## config.mk

```make
export PLATFORM = sky130hd
export DESIGN_NAME = regfile_sb
export DESIGN_NICKNAME = d
export VERILOG_FILES = /design/src/rtl/regfile_sb.sv
export SDC_FILE = /design/constraint.sdc
export NUM_CORES = 2
export LEC_CHECK = 0
export BUFFER_PORTS_ARGS = -buffer_cell sky130_fd_sc_hd__buf_2
export CORE_ASPECT_RATIO = 0.9
export CORE_UTILIZATION = 35
export CTS_CLUSTER_DIAMETER = 100
export CTS_CLUSTER_SIZE = 10
export DETAILED_ROUTE_END_ITERATION = 10
export SYNTH_ARGS = -nofsm -noshare
export SYNTH_HDL_FRONTEND = slang
export SYNTH_SLANG_ARGS = --single-unit
```

## constraint.sdc

```tcl
create_clock -name clk -period 5.4 [get_ports clk]
set_input_delay 0.54 -clock clk [delete_from_list [all_inputs] [get_ports clk]]
set_output_delay 0.54 -clock clk [all_outputs]
set_load 0.01 [all_outputs]
```

## src/rtl/regfile_sb.sv

```systemverilog
// regfile_sb: general-purpose register file with a per-register
// pending-write scoreboard and same-cycle writeback bypass.
module regfile_sb #(
   parameter int DATA_W = 32,
   parameter int ADDR_W = 5,
   parameter int NUM_RD = 2,
   parameter int CNT_W  = 2
) (
   input  logic                     clk,
   input  logic                     rst,
   input  logic [NUM_RD-1:0]        rd_en,
   input  logic [NUM_RD*ADDR_W-1:0] rd_addr,
   output logic [NUM_RD*DATA_W-1:0] rd_data,
   output logic [NUM_RD-1:0]        rd_ready,
   input  logic                     iss_valid,
   input  logic [ADDR_W-1:0]        iss_addr,
   output logic                     iss_ok,
   input  logic                     we,
   input  logic [ADDR_W-1:0]        waddr,
   input  logic [DATA_W-1:0]        wdata,
   input  logic                     flush
);

   localparam int NREG = 2**ADDR_W;
   localparam logic [CNT_W-1:0] MAX = '1;

   logic [DATA_W-1:0] reg_array [NREG];
   logic [CNT_W-1:0]  cnt [NREG];
   logic [NREG-1:0]   inc;
   logic [NREG-1:0]   dec;
   logic              wb_hit_iss;
   logic              iss_acc;

   // A retire in the same cycle frees a slot, so a full counter can still accept.
   assign wb_hit_iss = we && (waddr == iss_addr);
   assign iss_ok = !rst && !flush &&
                   ((iss_addr == '0) || (cnt[iss_addr] != MAX) || wb_hit_iss);
   assign iss_acc = iss_valid && iss_ok && (iss_addr != '0);

   always_comb begin
      inc = '0;
      dec = '0;
      for (int r = 0; r < NREG; r++) begin
         inc[r] = iss_acc && (iss_addr == ADDR_W'(r));
         dec[r] = we && (waddr == ADDR_W'(r)) && (cnt[r] != '0);
      end
   end

   always_ff @(posedge clk) begin
      if (rst) begin
         for (int r = 0; r < NREG; r++) begin
            reg_array[r] <= '0;
            cnt[r]       <= '0;
         end
      end else begin
         if (we && (waddr != '0))
            reg_array[waddr] <= wdata;
         for (int r = 0; r < NREG; r++) begin
            if (flush)
               cnt[r] <= '0;
            else if (inc[r] && !dec[r])
               cnt[r] <= cnt[r] + CNT_W'(1);
            else if (dec[r] && !inc[r])
               cnt[r] <= cnt[r] - CNT_W'(1);
         end
      end
   end

   for (genvar i = 0; i < NUM_RD; i++) begin : g_rd
      logic [ADDR_W-1:0] a;
      logic [CNT_W-1:0]  c;
      logic              hit;
      logic              idle;

      assign a    = rd_addr[i*ADDR_W +: ADDR_W];
      assign c    = cnt[a];
      assign hit  = we && (waddr == a);
      assign idle = !rd_en[i] || (a == '0);

      assign rd_data[i*DATA_W +: DATA_W] =
         (rst || idle) ? '0 :
         hit           ? wdata :
                         reg_array[a];

      // Final only if no write remains pending after any same-cycle retire.
      assign rd_ready[i] =
         rst  ? 1'b0 :
         idle ? 1'b1 :
                ((c == '0) || ((c == CNT_W'(1)) && hit));
   end

endmodule

```

# Word-level counts from Yosys, hierarchy flattened
# Memory sizes are Yosys's and may differ from the RTL's.
# Index checks and enable logic that the tools add are counted.
# W data, S select, Z words.
[totals]
n_memories = 2
reg_bits = 0
output_inout_bits = 67
in_bits = 59
word_cells = 920
ram_bits = 1088
[op_classes]
bitwise_logic = 96
muxes = 403
n_reduce_logical = 287
n_eq_ne = 68
add_sub_neg = 64
[mem_list]
columns = ["memory", "depth", "word_bits", "rd", "rd_clocked_by_memory_dff", "wr", "line", "text"]
rows = [
  ["reg_array", 32, 32, 2, 0, 32, "27", "logic [DATA_W-1:0] reg_array [NREG];"],
  ["cnt", 32, 2, 35, 0, 32, "28", "logic [CNT_W-1:0] cnt [NREG];"],
]
[ops]
columns = ["operator", "n"]
rows = [
  ["$mux W1", 301],
  ["$mux W2", 96],
  ["$logic_and A1 B1 Y1", 170],
  ["$eq A5 B5 Y1 const B", 32],
  ["$mux W32", 5],
  ["$or A1 B1 Y1", 96],
  ["$eq A5 B4 Y1 const B", 16],
  ["$logic_not A1 Y1", 68],
  ["$add A2 B1 Y2 const B", 32],
  ["$reduce_bool A2 Y1", 32],
  ["$sub A2 B1 Y2 const B", 32],
  ["$eq A5 B3 Y1 const B", 8],
  ["$reduce_or A32 Y1", 1],
  ["$eq A5 B2 Y1 const B", 4],
  ["$logic_not A5 Y1", 4],
  ["$eq A5 B5 Y1", 3],
  ["$eq A5 B1 Y1 const B", 2],
  ["$reduce_bool A5 Y1", 2],
  ["$logic_or A1 B1 Y1", 8],
  ["$mux W5", 1],
  ["$eq A2 B1 Y1 const B", 2],
  ["$logic_not A2 Y1", 2],
  ["$ne A2 B2 Y1 const B", 1],
]

# Depth between registers and ports, before layout
# An unclocked memory read counts as a cell.
[logic_depth]
depth_word = 16
mapped_depth = 11
depth_no_buf = 7

# Worst setup path before layout
# No wires, ideal clock.
[synth_path]
kind = "input port to flip-flop"
startpoint = "input port waddr[1]"
endpoint = "memory reg_array[24][0], enable pin"
arrival_ps = 3750
path_stages = 6
required_time_ps = 4934
n_path_buf = 2
slack_ps = 1185
setup_time_ps = 466
path_cell_list = "buf_2 -> or2_2 -> clkbuf_1 -> nor2_1 -> o21ai_1 -> o21ai_0"
[synth_lines]
columns = ["item", "line", "text"]
rows = [
  ["start, declared", "19", "input logic [ADDR_W-1:0] waddr,"],
  ["end, declared", "27", ""],
]

# Worst setup path in the final report
[layout_path]
startpoint = "input port rd_addr[2]"
endpoint = "output port rd_data[10]"
[layout_between]
elab_chain_cells = 4
word_cells_on_any_way = 8
cone_classes = "1 x eq/ne; 2 x mux; 4 x reduce/logical; 1 x memory"
[layout_lines]
columns = ["item", "line", "text"]
rows = [
  ["start, declared", "12", "input logic [NUM_RD*ADDR_W-1:0] rd_addr,"],
  ["branches (longest 3 deep; another with $mem_v2 Z32 W32)", "n/a", ""],
  ["$mux W32 *", "81", "(rst || idle) ? '0 :"],
  ["end, declared", "13", "output logic [NUM_RD*DATA_W-1:0] rd_data,"],
]
# Every way passes the cells marked *.

==> impl_metrics.json <==
{
  "outcome": "finished clean",
  "route.vias.total": 42000,
  "htreeDepth": 3,
  "rsz0062_at_grt": "no",
  "synth.most_common_cell": "edfxtp_1",
  "worst_slack_ns": 1.01,
  "startpoint_type": "input pin",
  "clk_latency_ns": 0.72,
  "p_comb_share_pct": 13.6,
  "cp.required_ns": 4.86,
  "worstMarginPinSlew_ns": 1.27,
  "numCtsBuffers": 119,
  "drv_cap": 0,
  "p_sw_mw": 5.28,
  "yosys-top-cells-count": "edfxtp_1, and2_1, mux4_2",
  "cp.arrival_ns": 3.85,
  "synth_area_um2": 62100,
  "grt_pass1_vias": 40600,
  "ys_seq_elements": 1088,
  "synthAdderAreaFrac_pct": 0.645,
  "worstPathMaxFanout": 20,
  "drtIter0Drc": 6396,
  "yosys.area_share.simple_pct": 14.8,
  "ys_seq_area_share_pct": 52.6,
  "min_path_type": "in2reg",
  "synth_top_family_by_area": "multiplexers",
  "syn_avg_cell_area_um2": 13.9,
  "io_pins": 126,
  "n_fill_cell": 16300,
  "p_leak_nw": 23.7,
  "power_frac_seq_pct": 49.9,
  "grt-ovfl-total": 0,
  "skew_ns": 0.0264,
  "synth-edff-count": 1088,
  "synth_area_leaders": "edfxtp_1, mux4_2, and2_1",
  "multi_input_area_um2": 27600,
  "yosysTopAreaCell": "edfxtp_1",
  "synth_compound_area_share_pct": 4.75,
  "cts.reportedPaths.clkPinSlew_ns": 0.06,
  "fin_crit_ns": 4.39,
  "layout-drive-gt1-share_pct": 23.6,
  "syn_inst": 4462,
  "ir_worst_vdd_uv": 304,
  "clockBufferDepth": 3,
  "cp-end-kind": "output pin",
  "core_um2": 176000,
  "ys_async_sr_fraction_pct": 0,
  "dieArea_um2": 179000,
  "num_rows": 146,
  "die_y_um": 402,
  "max_freq_mhz": 228,
  "cts_hold_buf": 0,
  "portBuffers": 125,
  "grt_antenna_before_repair": 31,
  "ant_nets": 0,
  "via_per_inst": 6.15,
  "drv_slew": 0,
  "grt_use_total_pct": 24.8,
  "holdWs_ns": 0.394,
  "grt_pass1_wl_um": 313000,
  "regArea_um2": 32700,
  "worst-setup-path-type": "in2out",
  "synth_flop_cell": "edfxtp_1",
  "cts_tree": "yes",
  "wl_um": 226000,
  "dp_worst_setup_slack_ns": 1.15,
  "yosys_warnings": 0,
  "wl_per_cell_um": 33.1,
  "setup_viol": 0,
  "swShare_pct": 26.4,
  "cts_resized": 0,
  "synth.distinct_cells": 62,
  "fin_tns_setup_ns": 0,
  "drc": 0,
  "power.density_nw_per_um2": 291,
  "internal-power_mw": 14.8,
  "cts-root-buf": "clkbuf_16",
  "relSlewSlack_pct": 15.5,
  "clock_sinks": 1088,
  "nets": 4529,
  "post-route-period-util_pct": 81.3,
  "fp.dieW_um": 446,
  "dpl.hpwl_um": 133000,
  "drt-pass1-iter-count": 6,
  "fin_total_pwr_mw": 20.0,
  "place_congestion": 0.830,
  "syn_to_final_growth_pct": 11.1,
  "hold_viol_final": 0,
  "start_util_pct": 35.3,
  "synth-xor-area-share_pct": 0.480,
  "post_cts_buffers": 0,
  "synth_mux_area_share_pct": 22.8,
  "p_clk_share_pct": 36.5,
  "synth.top_cell.area_share_pct": 52.6,
  "grt_max_degree": 111
}
-- critical path, cell delays in order --
cell      delay, ns
buf_4          0.49
nand2b_2       0.48
buf_4          0.35
o21ai_0        0.13
a21oi_1        0.21
nor3_1         0.09
a311oi_1       0.28
nor3_1         0.10
nor3_1         0.83
buf_2          0.28
-- stage by stage --
step	instances	instance area (µm²)	util, %
floorplan	4493	62200	-
global placement	6685	65800	37.4
detailed placement	6685	65800	37.4
CTS	6813	68900	39.1
global route	6819	69000	39.2
finish	6827	69000	39.2
-- state kept, by name, indices dropped and copies added, names as in the netlist --
signal / cells
cnt: 64
reg_array: 1024
-- power groups by stage --
| stage | logic (mW) | clock network, mW | registers [mW] |
|---|---|---|---|
| after floorplan | 1.71 | 0 | 10.1 |
| after global placement | 2.66 | 0 | 10.1 |
| after detailed placement | 2.67 | 0 | 10.2 |
| after CTS | 2.68 | 7.37 | 10.0 |
| after global routing | 2.81 | 7.66 | 10.1 |
| final | 2.72 | 7.31 | 10.0 |
-- per-layer routing --
metal / global-route usage [%] / wire [µm] / vias to the layer above
met5: 0 / 93 / -
met4: 10.1 / 10100 / 14
met3: 5.75 / 26300 / 529
met2: 37.6 / 101000 / 2882
met1: 34.2 / 88400 / 21600
li1: - / - / 17000
-- logic make-up after synthesis --
| family | Yosys count |
|---|---|
| AOI/OAI and AO/OA | 396 |
| muxes | 792 |
| DFF | 1088 |
| adders and majority gates | 32 |
| xor gates and xnor gates | 34 |
| other | 1 |
| and+or+nand+nor | 1588 |
| buffers and inverters | 531 |
-- cells in the final DEF (no fill, tap or decap), drive strengths merged, types with 59 or more instances in the layout --
master,n
edfxtp,1088
and2,1000
mux4,496
buf,288
mux2i,263
nor3,147
nor2,124
clkbuf,121
nand2,83
a21oi,67
inv,67
a221oi,64
nand3,59
-- final cells by class --
| type | instances | share of cell area (%) |
|---|---|---|
| well taps | 2368 | 4.30 |
| repair buffers | 289 | 3.37 |
| flip-flops and latches | 1088 | 47.4 |
| inverters | 66 | 0.359 |
| clock inverters | 8 | 0.236 |
| multi-input cells | 2874 | 40.0 |
| diodes | 14 | 0.0508 |
| clock buffers | 120 | 4.35 |
-- final timing paths --
path	from	endpoint	slack (ns)	cells past startpoint
worst max-delay path	rd_addr[2]	rd_data[10]	1.01	10
worst max register to register	cnt[3][0]	cnt[7][1]	2.19	7
worst min-delay path	wdata[27]	reg_array[1][27]	0.39	2
worst min register to register	cnt[17][0]	cnt[17][0]	0.62	1
Note: power is estimated with default switching activity, not from simulation.
